### src/rtl/bramfifo_pkg.sv
// Shared types and helpers for the bramfifo write-side arbiter.
package bramfifo_pkg;

    typedef enum logic {
        IDLE  = 1'b0,
        GRANT = 1'b1
    } arb_state_t;

    function automatic int idw(input int n);
        int w;
        w = $clog2(n);
        return (w < 1) ? 1 : w;
    endfunction

endpackage

### src/rtl/bramfifo_wr_arbiter_rr_pick.sv
// Round-robin picker: first requester at or after last+1 (mod N_), so the
// requester at `last` is chosen only when nobody else is asking.
module rr_pick
    import bramfifo_pkg::*;
#(
    parameter int N_   = 4,
    parameter int IDW_ = idw(N_)
) (
    input  logic [N_-1:0]   req,
    input  logic [IDW_-1:0] last,
    output logic            found,
    output logic [IDW_-1:0] idx
);

    int w_j;

    always_comb begin
        found = 1'b0;
        idx   = '0;
        w_j   = 0;
        for (int k = 1; k <= N_; k++) begin
            w_j = int'(last) + k;
            if (w_j >= N_) w_j = w_j - N_;
            if (!found && req[w_j]) begin
                found = 1'b1;
                idx   = w_j[IDW_-1:0];
            end
        end
    end

endmodule

### src/rtl/bramfifo_wr_arbiter.sv
// Round-robin burst arbiter sharing one bramfifo write port among N_ producers;
// each written word is tagged with its source index.
module bramfifo_wr_arbiter
    import bramfifo_pkg::*;
#(
    parameter  int N_     = 4,
    parameter  int DATA_  = 8,
    parameter  int BURST_ = 4,
    localparam int IDW_   = idw(N_)
) (
    input  logic                  clk,
    input  logic                  rst,
    input  logic [N_-1:0]         req_valid,
    input  logic [N_*DATA_-1:0]   req_data,
    output logic [N_-1:0]         req_ready,
    input  logic                  fifo_full,
    output logic                  fifo_we,
    output logic [DATA_+IDW_-1:0] fifo_din,
    output logic [N_-1:0]         grant,
    output logic                  busy
);

    arb_state_t      r_state, w_state_nxt;
    logic [IDW_-1:0] r_owner, w_owner_nxt;
    logic [IDW_-1:0] r_last, w_last_nxt;
    logic [7:0]      r_cnt, w_cnt_nxt;

    logic            w_own_vld, w_xfer, w_burst_end, w_found;
    logic [IDW_-1:0] w_pick, w_pick_last;
    logic [N_-1:0]   w_own_oh;

    assign w_own_vld   = req_valid[r_owner];
    assign w_xfer      = (r_state == GRANT) && w_own_vld && !fifo_full;
    assign w_burst_end = (r_state == GRANT) &&
                         ((w_xfer && (r_cnt == 8'(BURST_ - 1))) || !w_own_vld);
    // At burst end the search starts after the finishing owner, as if last were already updated.
    assign w_pick_last = w_burst_end ? r_owner : r_last;

    rr_pick #(.N_(N_), .IDW_(IDW_)) u_pick (
        .req   (req_valid),
        .last  (w_pick_last),
        .found (w_found),
        .idx   (w_pick)
    );

    always_ff @(posedge clk or posedge rst) begin
        if (rst) begin
            r_state <= IDLE;
            r_owner <= '0;
            r_last  <= IDW_'(N_ - 1);
            r_cnt   <= '0;
        end else begin
            r_state <= w_state_nxt;
            r_owner <= w_owner_nxt;
            r_last  <= w_last_nxt;
            r_cnt   <= w_cnt_nxt;
        end
    end

    always_comb begin
        w_state_nxt = r_state;
        w_owner_nxt = r_owner;
        w_last_nxt  = r_last;
        w_cnt_nxt   = r_cnt;
        case (r_state)
            IDLE: begin
                if (w_found) begin
                    w_owner_nxt = w_pick;
                    w_cnt_nxt   = '0;
                    w_state_nxt = GRANT;
                end
            end
            GRANT: begin
                if (w_burst_end) begin
                    w_last_nxt = r_owner;
                    w_cnt_nxt  = '0;
                    if (w_found) w_owner_nxt = w_pick;
                    else         w_state_nxt = IDLE;
                end else if (w_xfer) begin
                    w_cnt_nxt = r_cnt + 8'd1;
                end
            end
            default: w_state_nxt = IDLE;
        endcase
    end

    assign w_own_oh  = N_'(1) << r_owner;
    assign busy      = (r_state == GRANT);
    assign grant     = busy   ? w_own_oh : '0;
    assign req_ready = w_xfer ? w_own_oh : '0;
    assign fifo_we   = w_xfer;
    assign fifo_din  = {r_owner, req_data[int'(r_owner)*DATA_ +: DATA_]};

endmodule

### config.mk
export PLATFORM = sky130hd
export DESIGN_NAME = bramfifo_wr_arbiter
export DESIGN_NICKNAME = d
export VERILOG_FILES = /design/src/rtl/bramfifo_pkg.sv /design/src/rtl/bramfifo_wr_arbiter_rr_pick.sv /design/src/rtl/bramfifo_wr_arbiter.sv
export SDC_FILE = /design/constraint.sdc
export NUM_CORES = 1
export LEC_CHECK = 0
export ABC_AREA = 1
export CORE_MARGIN = 3
export CORE_UTILIZATION = 45
export DETAILED_ROUTE_END_ITERATION = 6
export GPL_TIMING_DRIVEN = 0
export HOLD_SLACK_MARGIN = 0.02
export PLACE_DENSITY = 0.87
export SYNTH_ARGS = -nofsm -noshare
export SYNTH_HDL_FRONTEND = slang
export SYNTH_HIERARCHICAL = 1
export SYNTH_SLANG_ARGS = --single-unit
### constraint.sdc
create_clock -name clk -period 5.5 [get_ports clk]
set_input_delay 1.375 -clock clk [delete_from_list [all_inputs] [get_ports clk]]
set_output_delay 1.375 -clock clk [all_outputs]
set_load 0.1 [all_outputs]
# Word level (Yosys, flattened, before mapping)
# Index checks and enable logic that the tools add are counted.
# Widths: inputs -> output; s select.
[totals]
ff_bits = 13
out_inout_bits = 20
elab_cells = 82
[op_classes]
addsub = 9
magnitude_cmp = 9
n_eq_ne = 4
shifts = 2
mux = 39
bitwise = 1
n_reduce_logical = 14
[op_table]
columns = ["op", "count"]
rows = [
  ["$ge 32x4->1 const B", 4],
  ["$lt 32x4->1 const B", 4],
  ["$mux 32", 4],
  ["$sub 32x4->32 const B", 4],
  ["$shiftx 32x6->8", 1],
  ["$mux 8", 3],
  ["$pmux 8 s2", 1],
  ["$mux 1", 15],
  ["$mux 2", 7],
  ["$bmux 1 s2", 5],
  ["$add 8x1->8 const B", 1],
  ["$eq 8x2->1 const B", 1],
  ["$mux 4", 2],
  ["$logic_and 1x1->1", 7],
  ["$add 2x2->3 const B", 2],
  ["$logic_not 1->1", 5],
  ["$add 2x3->4 const B", 1],
  ["$ne 2x1->1 const B", 2],
  ["$pmux 2 s2", 1],
  ["$shl 1x2->4 const A", 1],
  ["$add 2x1->3 const B", 1],
  ["$lt 2x3->1 const B", 1],
  ["$ne 3x1->1 const B", 1],
  ["$pmux 1 s2", 1],
  ["other kinds (3)", 3],
]

# Longest topological paths before layout
# Gate-level depths: netlist of run 1.
[depth]
ltp_word = 27
ltp_mapped = 25
depth_no_buf = 23

# Modules after synthesis
# The synthesis of run 1 kept the hierarchy.
[modules_own_cells]
columns = ["module", "n_inst", "cells_per_inst", "area_per_inst_um2", "seq_area_each_um2"]
rows = [
  ["bramfifo_wr_arbiter", 1, 180, 1204.9, 327.8],
  ["rr_pick", 1, 49, 290.3, 0.0],
]

# Worst setup path after synthesis of run 1
# No wires, ideal clock.
[synth_timing]
path_kind = "input to output"
start = "input req_valid[3]"
end = "output req_ready[0]"
arrival_ps = 3069
slack_ps = 1056
stages = 6
path_cell_list = "nand3_1 > nand2_2 > nor2_4 > nor2_4 > nand2_1 > nor2_1"
[synth_between]
elab_chain_cells = 5
[synth_rtl]
columns = ["item", "line", "source"]
rows = [
  ["start: declaration", "bramfifo_wr_arbiter.sv:13", "input logic [N_-1:0] req_valid,"],
  ["$bmux 1 s2", "bramfifo_wr_arbiter.sv:32", "assign w_own_vld = req_valid[r_owner];"],
  ["$mux 1 (implied by the code)", "bramfifo_wr_arbiter.sv:32", ""],
  ["$logic_and 1x1->1 (2 in series)", "bramfifo_wr_arbiter.sv:33", "assign w_xfer = (r_state == GRANT) && w_own_vld && !fifo_full;"],
  ["$mux 4", "bramfifo_wr_arbiter.sv:90", "assign req_ready = w_xfer ? w_own_oh : '0;"],
  ["end: declaration", "bramfifo_wr_arbiter.sv:15", "output logic [N_-1:0] req_ready,"],
]
# Every way passes these cells. The select of a mux whose other input is x is not followed.

# Final worst setup path of run 1
[layout_timing]
start = "input req_valid[3]"
end = "output req_ready[3]"
# Same word-level chain as after synthesis.

==> results of run 1 <==
[cell families (layout without fill, tap and decap cells)]
logic type,count (synthesis),after routing,synth area share
AO/OA/AOI/OAI,16,16,0.0895
AND/OR/NAND/NOR,163,163,0.566
buffers and inverters,35,97,0.111
XOR/XNOR,1,1,0.00586
flip-flops,13,13,0.219
adder cells (fa/ha/maj),1,1,0.00837
[state kept, by name (all words and copies together) (netlist names)]
signal / count
r_last: 2
r_owner: 2
busy: 1
r_cnt: 8
[area by class of cell]
class	instances	area, um^2
timing repair buffer	58	581
clock buffer	4	26.3
fill	281	946
tap	44	55.1
inverter	27	111
buffer	8	55.1
multi-input combinational	181	1000
sequential	13	328
[critical path, delay by kind of cell]
kind / cells / cell delay [ns]
buffers and inverters: 2 / 1.73
AND/OR/NAND/NOR: 6 / 0.67
[stage by stage]
stage / util / hold slack (ns) / area [um^2]
3_3_place_gp: 0.687 / 0.462 / 2130
5_1_grt: 0.695 / 0.535 / 2160
2_1_floorplan: - / 0.455 / 1500
3_5_place_dp: 0.687 / 0.487 / 2130
6_report: 0.695 / 0.498 / 2160
4_1_cts: 0.695 / 0.499 / 2160
[path summary, 6_finish.rpt]
path	from	end	slack, ns	cells past startpoint
min in group asynchronous	rst	r_cnt[5]	1.41	2
worst min-delay path	r_last[0]	r_last[0]	0.50	2
worst max register to register	r_owner[1]	r_cnt[6]	2.50	24
max in group asynchronous	rst	r_last[1]	3.73	2
worst min register to register	r_last[0]	r_last[0]	0.50	2
worst max-delay path	req_valid[3]	req_ready[3]	0.36	8
[synth_stat cells (all sizes together)]
master  count
nor2       24
clkbuf      3
dfstp       2
o21a        1
inv        27
nor3        1
a22oi       8
nand4      10
nand2      85
ha          1
nand3      42
xor2        1
a31oi       1
o21ai       4
nand3b      1
buf         5
a21oi       2
dfrtp      11
[per-layer routing]
| metal | vias to the layer above | part of all wire | track usage |
|---|---|---|---|
| met5 | - | 0 | 0 |
| met4 | 0 | 0.011 | 0.0755 |
| met1 | 757 | 0.40 | 0.264 |
| li1 | 872 | - | - |
| met2 | 71 | 0.50 | 0.438 |
| met3 | 7 | 0.088 | 0.0374 |
==> flow_summary.json, run 1 <==
{
  "slew_violations": 0,
  "die_area_mm2": 0.00405,
  "synth_top_area_frac": 0.184,
  "final.setup.tns_ns": 0,
  "fin_ws_ns": 0.359,
  "grt_max_degree": 14,
  "nets": 332,
  "ys_seq_area_frac": 0.219,
  "synthesis.nets": 269,
  "place_congestion": 0.859,
  "crit_chain": "clkdlybuf4s50_1 > nand3_1 > nand2_2 > nor2_4 > nor2_4 > nand2_1 > nor2_1 > clkdlybuf4s50_1",
  "tightestPinTransition_ns": 0.989,
  "end_kind": "output pin",
  "drv_cap": 0,
  "critPathMaxStageDelay_ns": 1.16,
  "relSlewSlack": 0.338,
  "grt_pass1_wl_mm": 7.73,
  "synth_seq_cells": 13,
  "cts_tree": "done",
  "cp_max_fo": 5,
  "grt_pass1_vias": 1795,
  "drt-total-wl_mm": 4.37,
  "ys_types": 30,
  "hold_path_class": "register to register",
  "yosysWarnings": 6,
  "wl_per_cell_um": 13.0,
  "fmax_mhz": 195,
  "dp.cells": 331,
  "post_cts.repair.setup_buffers": 0,
  "cts_root_buf": "clkbuf_4",
  "vias": 1707,
  "pin_count": 59,
  "hpwl_mm": 3.55,
  "clk_pin_slew_worst_paths_ns": 0.08,
  "holdBufCountCts": 0,
  "drt_pre_antenna_iters": 4,
  "core_area_mm2": 0.00310,
  "cts_max_level": 1,
  "clk_path_buf_depth": 2,
  "vias_per_cell": 5.10,
  "finalCritPeriodShare": 0.935,
  "yosys-top-cells-area": "dfrtp_1 18%, nand2_1 16%, nand3_1 14%",
  "arrival_ns": 3.77,
  "cts.repair.resized": 0,
  "die_w_um": 63.6,
  "drtIter0Drc": 82,
  "mappedNetlistArea_mm2": 0.00150,
  "syn_to_final_growth_pct": 44.3,
  "diodes": 0,
  "gr-usage-all-layers": 0.233,
  "critical_path_class": "input port to output pin",
  "final_cell_mix": "63 x nand2_1, 58 x clkdlybuf4s50_1, 41 x nand3_1",
  "portBuffers": 58,
  "start_util": 0.482,
  "slowest_stage": "clkdlybuf4s50_1",
  "drive_gt1_frac": 0.172,
  "setup_violations": 0,
  "cts_buffers": 3,
  "skew_ns": 0.00220,
  "crit_required_ns": 4.12,
  "synth_top_cell_by_area": "dfrtp_1",
  "grt-ovfl-total": 0,
  "row_count": 20,
  "rsz0062_at_grt": "false",
  "hold_viol_final": 0,
  "insertion_delay_ns": 0.28,
  "cts_sinks": 13,
  "final_cells": 335,
  "synth_cells": 229,
  "start_kind": "input port",
  "period_needed_ns": 5.14,
  "final_common_cell": "nand2_1",
  "detail-route-antenna-nets": 0,
  "status": "completed",
  "antenna_found_initial": 0,
  "die_h_um": 63.6,
  "drc": 0,
  "pre_cts_ws_ns": 0.328,
  "synth.avg_cell_area_um2": 6.53
}
Power of run 1 is not shown: default switching activity piles up to over one toggle a cycle in this logic, so the estimate is an artifact.
==> inputs of run 2 (changes only) <==
==> constraint.sdc (replaced) <==
create_clock -name clk -period 5.5 [get_ports clk]
set_input_delay 1.375 -clock clk [delete_from_list [all_inputs] [get_ports clk]]
set_output_delay 1.375 -clock clk [all_outputs]
set_load 0.005 [all_outputs]
==> results of run 2 <==
The final DEF is identical to that of run 1. Status: completed.
Among the figures that moved: setup slack after placement 0.328 ns -> 0.962 ns; setup slack after layout 0.359 ns -> 0.994 ns
Power figures use the tool's default switching activity.
